==> config.mk <==
export PLATFORM = sky130hd
export DESIGN_NAME = game_flow_sequencer
export DESIGN_NICKNAME = d
export VERILOG_FILES = /design/src/rtl/game_flow_sequencer.sv
export SDC_FILE = /design/constraint.sdc
export NUM_CORES = 1
export LEC_CHECK = 0
export BUFFER_PORTS_ARGS = -buffer_cell sky130_fd_sc_hd__buf_2
export CAP_MARGIN = 10
export CORE_MARGIN = 5
export CORE_UTILIZATION = 30
export CTS_BUF_LIST = sky130_fd_sc_hd__clkbuf_4
export DETAILED_ROUTE_END_ITERATION = 12
export HOLD_SLACK_MARGIN = 0.05
export REMOVE_ABC_BUFFERS = 1
export SYNTH_ARGS = -nofsm -noshare
export SYNTH_HDL_FRONTEND = slang
export SYNTH_SLANG_ARGS = --single-unit
==> constraint.sdc <==
create_clock -name clk_i -period 5.4 [get_ports clk_i]
set_clock_uncertainty 0.15 [all_clocks]
set_input_delay 0.54 -clock clk_i [delete_from_list [all_inputs] [get_ports clk_i]]
set_output_delay 0.54 -clock clk_i [all_outputs]
set_load 0.01 [all_outputs]
==> src/rtl/game_flow_sequencer.sv <==
// Game-phase sequencer for the fish game: title -> play -> result -> title.
// Drives the overlay select, the play enable and a one-cycle restart pulse.
module game_flow_sequencer #(
  parameter logic [7:0]  ENTER_KEY    = 8'h28,
  parameter logic [8:0]  TOTAL_FISH   = 9'd9,
  parameter logic [15:0] ROUND_FRAMES = 16'd3600,
  parameter logic [7:0]  HOLD_FRAMES  = 8'd120
) (
  input  logic        clk_i,
  input  logic        rst_ni,
  input  logic        frame_start_i,
  input  logic [7:0]  keycode_i,
  input  logic [7:0]  keycode_0_i,
  input  logic        user1_dead_i,
  input  logic        user2_dead_i,
  input  logic [7:0]  score1_i,
  input  logic [7:0]  score2_i,
  output logic [1:0]  screen_sel_o,
  output logic        game_run_o,
  output logic        play_reset_o,
  output logic [1:0]  winner_o,
  output logic [15:0] time_left_o,
  output logic [2:0]  state_o
);

  localparam logic [2:0] ST_TITLE     = 3'd0;
  localparam logic [2:0] ST_PLAY      = 3'd1;
  localparam logic [2:0] ST_OVER_HOLD = 3'd2;
  localparam logic [2:0] ST_OVER_WAIT = 3'd3;

  localparam logic [1:0] SEL_GAME  = 2'd0;
  localparam logic [1:0] SEL_START = 2'd1;
  localparam logic [1:0] SEL_P1WIN = 2'd2;
  localparam logic [1:0] SEL_P2WIN = 2'd3;

  logic [2:0]  state_q, state_d;
  logic [15:0] time_left_q, time_left_d;
  logic [7:0]  hold_cnt_q, hold_cnt_d;
  logic [1:0]  winner_q, winner_d;
  logic        enter_q;
  logic        play_reset_q, play_reset_d;
  logic [1:0]  screen_sel_q, screen_sel_d;
  logic        game_run_q, game_run_d;

  logic        enter;
  logic        enter_rise;
  logic [8:0]  score_sum;
  logic [1:0]  score_winner;
  logic        end_hit;
  logic [1:0]  end_winner;

  assign enter      = (keycode_i == ENTER_KEY) | (keycode_0_i == ENTER_KEY);
  assign enter_rise = enter & ~enter_q;
  assign score_sum  = {1'b0, score1_i} + {1'b0, score2_i};

  always_comb begin
    if (score1_i > score2_i)      score_winner = 2'd1;
    else if (score2_i > score1_i) score_winner = 2'd2;
    else                          score_winner = 2'd3;
  end

  // Round-end detection in priority order; masked while the datapath is being cleared.
  always_comb begin
    end_hit    = 1'b0;
    end_winner = 2'd0;
    if (!play_reset_q) begin
      if (user1_dead_i && user2_dead_i) begin
        end_hit    = 1'b1;
        end_winner = score_winner;
      end else if (user1_dead_i) begin
        end_hit    = 1'b1;
        end_winner = 2'd2;
      end else if (user2_dead_i) begin
        end_hit    = 1'b1;
        end_winner = 2'd1;
      end else if (score_sum >= TOTAL_FISH) begin
        end_hit    = 1'b1;
        end_winner = score_winner;
      end else if (time_left_q == 16'd0) begin
        end_hit    = 1'b1;
        end_winner = score_winner;
      end
    end
  end

  always_comb begin
    state_d      = state_q;
    time_left_d  = time_left_q;
    hold_cnt_d   = hold_cnt_q;
    winner_d     = winner_q;
    play_reset_d = 1'b0;
    case (state_q)
      ST_TITLE: begin
        if (enter_rise) begin
          state_d      = ST_PLAY;
          play_reset_d = 1'b1;
          time_left_d  = ROUND_FRAMES;
          winner_d     = 2'd0;
        end
      end
      ST_PLAY: begin
        if (end_hit) begin
          state_d    = ST_OVER_HOLD;
          hold_cnt_d = 8'd0;
          winner_d   = end_winner;
        end else if (frame_start_i && (time_left_q != 16'd0)) begin
          time_left_d = time_left_q - 16'd1;
        end
      end
      ST_OVER_HOLD: begin
        if (frame_start_i) begin
          hold_cnt_d = hold_cnt_q + 8'd1;
          if (hold_cnt_q == HOLD_FRAMES - 8'd1) state_d = ST_OVER_WAIT;
        end
      end
      ST_OVER_WAIT: begin
        if (enter_rise) state_d = ST_TITLE;
      end
      default: begin
        state_d     = ST_TITLE;
        time_left_d = ROUND_FRAMES;
        winner_d    = 2'd0;
        hold_cnt_d  = 8'd0;
      end
    endcase
  end

  // Outputs are registered from the next-state values so they line up with state_q.
  always_comb begin
    screen_sel_d = SEL_START;
    case (state_d)
      ST_TITLE: screen_sel_d = SEL_START;
      ST_PLAY:  screen_sel_d = SEL_GAME;
      ST_OVER_HOLD, ST_OVER_WAIT: begin
        if (winner_d == 2'd1)      screen_sel_d = SEL_P1WIN;
        else if (winner_d == 2'd2) screen_sel_d = SEL_P2WIN;
        else                       screen_sel_d = SEL_GAME;
      end
      default: screen_sel_d = SEL_START;
    endcase
    game_run_d = (state_d == ST_PLAY);
  end

  always_ff @(posedge clk_i or negedge rst_ni) begin
    if (!rst_ni) begin
      state_q      <= ST_TITLE;
      time_left_q  <= ROUND_FRAMES;
      hold_cnt_q   <= 8'd0;
      winner_q     <= 2'd0;
      enter_q      <= 1'b0;
      play_reset_q <= 1'b0;
      screen_sel_q <= SEL_START;
      game_run_q   <= 1'b0;
    end else begin
      state_q      <= state_d;
      time_left_q  <= time_left_d;
      hold_cnt_q   <= hold_cnt_d;
      winner_q     <= winner_d;
      enter_q      <= enter;
      play_reset_q <= play_reset_d;
      screen_sel_q <= screen_sel_d;
      game_run_q   <= game_run_d;
    end
  end

  assign screen_sel_o = screen_sel_q;
  assign game_run_o   = game_run_q;
  assign play_reset_o = play_reset_q;
  assign winner_o     = winner_q;
  assign time_left_o  = time_left_q;
  assign state_o      = state_q;

endmodule

==> results.md, run 1 <==
- Outcome: finished clean
- Sequential area share after synthesis: 31.7%
- Worst path arrival time: 3.59 ns
- Synth cell count leaders: nand2_1, dfrtp_1, nor2_1
- Tmin final: 3.47 ns
- Fmax achieved: 288 MHz
- CP Max Fanout: 6
- Critical path's slowest cell: or4_4
- Async SR Flop Fraction: 100%
- Compound-Gate Fraction of Synth Area: 20.2%
- Buf+Inv Stages, Crit Path: 0
- PD cells: 159 nW/um2
- DP HPWL: 4830 um
- Clock Pin Slew Worst Setup and Hold Paths: 0.13 ns
- CP dominant cell by count: or4_4
- # DRC: 0
- Final core utilization: 35.6%
- RSZ-0062 raised after global routing: false
- CP Class: flip-flop to flip-flop
- Post-layout instance area: 3120 um2
- Boundary Pins: 62
- CTS max path bufs: 2
- Netlist cell types: 52
- Flop pwr share: 51.9%
- Pre-CTS WS: 1.88 ns
- Placer congestion estimate: 0.794
- First-pass GRT wire length: 11200 um
- Gr usage total: 11.9%
- EDFF count, synth: 0
- Die ar.: 11000 um2
- Primary FF master, synth: dfrtp_1
- Crit path capture type: flip-flop
- Worst Setup Start Kind: flip-flop
- CTS tree: yes
- Die Ht: 105 um
- #FFs+latches synth: 34
- Leak: 1.37 nW
- Fin. Hold Viols: 0
- P&R area growth vs syn: 15.4%
- Inserted Clock Buffers: 5
- CTS sink count: 34
- Die X: 105 um
- Comb power frac: 18.4%
- Sw Share: 29.3%
- Cell Chain, Critical Path: or4_4 > or4_4 > or4_4 > nand3_1 > o41a_1 > a21oi_1 > a211o_1 > ha_1 > a211oi_1 > o21ai_1
- Root Driver: clkbuf_4
- Sw power: 0.146 mW
- Worst VDD drop: 0.0896 mV
- Clk Latency, worst-skew pair: 0.35 ns
- Synth Area in Adders: 9.55%
- Share of layout cells above drive strength 1: 25.1%
- Total grt overflow: 0
- Area leader, netlist: dfrtp_1
- First-iteration detailed-routing DRC count: 94
- Row count: 34
- Post CTS Setup Buffer Count: 0
- Initial Utilization: 30.8%
- Area of the multi-input gates: 1670 um2
- Filler cells: 916
- Post-synth top area share: 26.9%
- Antenna violations before repair: 0
- Main combinational cell family by area after synthesis: simple AND/OR/NAND/NOR gates
- Largest net degree at the start of global routing: 35
- Core ar.: 8760 um2
- Pre-Repair DR Iteration Count: 5
- Clock share of power: 29.7%
- Final Cycle Share: 64.3%
- Drt via density: 5.18
- Area post-placement: 3060 um2
- Hold Crit Class: input pin to asynchronous set/reset pin
- Ant diodes: 0
- Cts hold-fix bufs: 0
- Max cap viols: 0
- Count leader, synth: nand2_1
- Max transition margin: 45.7%
- Post-CTS Resized: 0
- Vias: 2499
- Nets: 430
- R2R setup slack: 1.93 ns
- Top delay family on crit path: simple AND/OR/NAND/NOR gates
- Cells after Synth: 317
- Number of global-route vias before repair: 2339
- Xor-xnor portion of the synthesized cell area: 0.649%
- Synth Cell Area: 2700 um2
- Post-route setup TNS: 0 ns
- Final wirelength: 6490 um
- CP required: 5.52 ns
- Worst slew pin tran: 0.813 ns
- Slew Limit Fails: 0
- Top post-synthesis cells by area: dfrtp_1, ha_1, dfstp_2
- Sequential cell area: 857 um2
- PnR worst setup slack: 1.93 ns
- Final setup fails: 0
- Ys Warns: 0
- Number of port buffers: 61
- Antenna viol nets, final: 0
- Post-synthesis mux area share: 3.34%
- Post-synthesis simple-gate area fraction: 27.6%
- Slowest Stage Delay on Critical Path: 0.56 ns
- CTS H-tree lvls: 2
- Routed len/inst: 13.5 um
- Int Pwr: 0.351 mW
- Avg Synthesized Cell Area: 8.52 um2
final timing paths:
| check | startpoint | end | depth (start not counted) |
|---|---|---|---|
| max in group asynchronous | rst_ni | time_left_o[15] | 1 |
| hold reg to reg | hold_cnt_q[0] | hold_cnt_q[0] | 1 |
| setup reg to reg | time_left_o[2] | screen_sel_o[0] | 10 |
| setup / recovery | time_left_o[2] | screen_sel_o[0] | 10 |
| hold / removal | rst_ni | time_left_o[2] | 1 |
| min in group clk_i | keycode_0_i[4] | enter_q | 4 |
layout by cell type (no fill, tap or decap), types with 3 or more instances in the layout:
| cell type | count |
|---|---|
| a2111o_1 | 6 |
| a21o_1 | 4 |
| a21oi_1 | 17 |
| a21oi_2 | 8 |
| a31oi_1 | 7 |
| and2_1 | 5 |
| buf_2 | 61 |
| buf_4 | 3 |
| clkbuf_4 | 6 |
| dfrtp_1 | 29 |
| dfstp_2 | 5 |
| ha_1 | 19 |
| inv_1 | 19 |
| mux2i_1 | 9 |
| nand2_1 | 31 |
| nand2b_1 | 7 |
| nand3_1 | 10 |
| nand3b_1 | 4 |
| nand4_1 | 5 |
| nand4b_1 | 5 |
| nor2_1 | 26 |
| nor2b_1 | 7 |
| nor3_1 | 10 |
| nor3b_1 | 3 |
| nor4_1 | 3 |
| nor4b_1 | 5 |
| o21ai_0 | 13 |
| o21ai_1 | 8 |
| or3_1 | 3 |
| or4_4 | 3 |
area by class of cell:
type | instances | share of cell area [%]
Sequential cell | 34 | 27.5
Multi-Input combinational cell | 249 | 53.5
Inverter | 19 | 2.29
Clock inverter | 2 | 0.442
Clock buffer | 6 | 1.45
Tap cell | 108 | 4.34
Timing Repair Buffer | 64 | 10.5
registers in the layout (all words and copies together) (netlist names):
name,flops
winner_o,2
enter_q,1
time_left_o,16
game_run_o,1
state_o,3
play_reset_o,1
hold_cnt_q,8
screen_sel_o,2
power groups by stage:
stage	Combinational, mW	Sequential (mW)	Clock [mW]
final	0.0915	0.258	0.147
after CTS	0.0923	0.258	0.156
after detailed placement	0.0921	0.263	0
after global routing	0.104	0.258	0.164
after global placement	0.0907	0.263	0
after floorplan	0.0559	0.263	0
kinds of logic (layout without fill, tap and decap cells):
family                     count (synthesis)  after routing
adders and majority gates                 20             20
muxes                                      9              9
and+or+nand+nor                          136            136
DFF                                       34             34
AOI/OAI and AO/OA                         81             81
xor gates and xnor gates                   2              2
buffers and inverters                     34             91
other                                      1              1
layer usage:
layer / share of wire, % / routed length, um / track usage, %
met2: 46 / 3000 / 19.2
met4: 0.86 / 56 / 2.83
met5: 0 / 0 / 0
met3: 6.1 / 395 / 2.84
met1: 47 / 3040 / 16.1
per-stage QoR:
stage,power (mW),hold WS (ns),cells
after global routing,0.527,0.169,482
after floorplan,0.318,0.0944,302
after CTS,0.506,0.124,482
final,0.497,0.109,482
after global placement,0.353,0.369,474
after detailed placement,0.355,0.376,474
(Power assumes the default switching activity.)
==> inputs of run 2 (changes only) <==
Clock period 5.4 ns to 3.1 ns, I/O delays scaled along.
==> results.md, run 2 (synthesis gave the netlist of run 1 again) <==
- Outcome: complete, but fails checks
- Failing checks: negative setup slack
- Number of port buffers: 61
- Max reg flops: 16
- Leak: 1.57 nW
- Post-layout instance area: 3450 um2
- Worst VDD drop: 0.156 mV
- WHS: 0.0826 ns
- Number of global-route vias before repair: 2585
- Die ar.: 11000 um2
- Max cap viols: 0
- Die X: 105 um
- Antenna viol nets, final: 0
- Initial Utilization: 30.8%
- Final Cycle Share: 100%
- Fin. Hold Viols: 0
- Worst slew pin tran: 0.790 ns
- Vias: 2669
- Metal3 WL: 323 um
- DR top layer: met4
- Filler cells: 916
- Met2 WL: 3580 um
- Clk Latency, worst-skew pair: 0.34 ns
- PnR worst setup slack: -0.00832 ns
- First-iteration detailed-routing DRC count: 131
- CTS tree: yes
- Worst path arrival time: 3.23 ns
- Core ar.: 8760 um2
- Worst Setup Start Kind: flip-flop
- Final wirelength: 7180 um
- Pre-Repair DR Iteration Count: 4
- Most frequent cells in the layout: buf_2, buf_4, nand2_1
- CP required: 3.22 ns
- Antenna violations before repair: 0
- Final setup fails: 1
- Area post-placement: 3290 um2
- Drt via density: 5.16
- Max transition margin: 47.3%
- Inserted Clock Buffers: 5
- Slew Limit Fails: 0
- WL met1: 3240 um
- Gr usage total: 13.0%
- Crit path capture type: flip-flop
- CP dominant cell by count: or4_4
- Largest net degree at the start of global routing: 35
- Root Driver: clkbuf_4
- Row count: 34
- CTS H-tree lvls: 2
- Hold Path Origin: keycode_0_i[6]
- CTS max path bufs: 2
- FF-to-FF Start: time_left_o[2]
- Ant diodes: 0
- Hold Crit Class: input pin to flip-flop
- CTS sink count: 34
- Boundary Pins: 62
- Total grt overflow: 0
- Cell Chain, Critical Path: or4_4 > or4_4 > or4_4 > nand3_2 > o41a_1 > a21oi_2 > a211o_1 > ha_2 > a211oi_2 > o21ai_1
- CP Class: flip-flop to flip-flop
- Fmax achieved: 322 MHz
- Slowest Stage Delay on Critical Path: 0.54 ns
- # DRC: 0
- RSZ-0062 raised after global routing: true
- Placer congestion estimate: 0.827
- First-pass GRT wire length: 12300 um
- PD cells: 280 nW/um2
- Hold depth: 4
- Clock Pin Slew Worst Setup and Hold Paths: 0.11 ns
- Most common cell after layout, fill and taps aside: buf_2
- CP Max Fanout: 2
- Critical Path Source: time_left_o[2]
- Routed len/inst: 13.9 um
- Share of layout cells above drive strength 1: 33.7%
- FF-to-FF path depth: 10
- DP HPWL: 5400 um
- Critical path's slowest cell: or4_4
- Tmin final: 3.11 ns
- P&R area growth vs syn: 27.7%
- Die Ht: 105 um
- Nets: 465
- Post-route setup TNS: -0.00832 ns
[run 2: cell type report]
type	count	area, um2	area share (%)
Clock buffer	5	37.5	1.09
Clock inverter	3	40.0	1.16
Inverter	19	71.3	2.07
Multi-Input combinational cell	249	1710	49.7
Sequential cell	34	857	24.9
Tap cell	108	135	3.92
Timing Repair Buffer	99	593	17.2
[run 2: layer usage]
layer  vias to the layer above  track usage, %
li1                       1330               -
met1                      1279            17.0
met2                        56            22.1
met3                         4            2.90
met4                         0            2.56
met5                         -               0
[run 2: timing repair]
action / CTS / global route
setup endpoints to repair: 11 / 17
setup buffers: 0 / 3
gates resized for setup: 6 / 6
pin swaps: 4 / 3
endpoints found under the hold margin: 29 / 0
hold buffers: 1 / 0
[run 2: report_power, final]
| part | switching [mW] | total, mW | internal [mW] |
|---|---|---|---|
| combinational | 0.102 | 0.192 | 0.0893 |
| sequential | 0.00389 | 0.449 | 0.445 |
| clock | 0.157 | 0.324 | 0.167 |
| total | 0.263 | 0.965 | 0.702 |
[run 2: final timing paths]
path / endpoint / slack [ns]
worst max-delay path: screen_sel_o[0] / -0.008
worst min-delay path: enter_q / 0.08
worst max register to register: screen_sel_o[0] / -0.008
worst min register to register: hold_cnt_q[0] / 0.39
max in group asynchronous: hold_cnt_q[7] / 1.86
min in group asynchronous: time_left_o[0] / 0.44
[run 2: through the flow]
step	utilization, %	setup slack, ns	cells	power, mW
2_1_floorplan	-	-0.905	302	0.555
3_3_place_gp	37.5	-0.158	505	0.640
3_5_place_dp	37.5	-0.186	505	0.644
4_1_cts	38.9	0.00245	514	0.975
5_1_grt	39.3	-0.104	517	1.02
6_report	39.3	-0.00832	517	0.965
[run 2: worst max-delay path, delay by kind of cell, from the launching register on]
kind,cells,cell delay [ns]
and+or+nand+nor,4,1.49
AOI/OAI and AO/OA,5,0.80
DFF,1,0.40
adders and majority gates,1,0.20
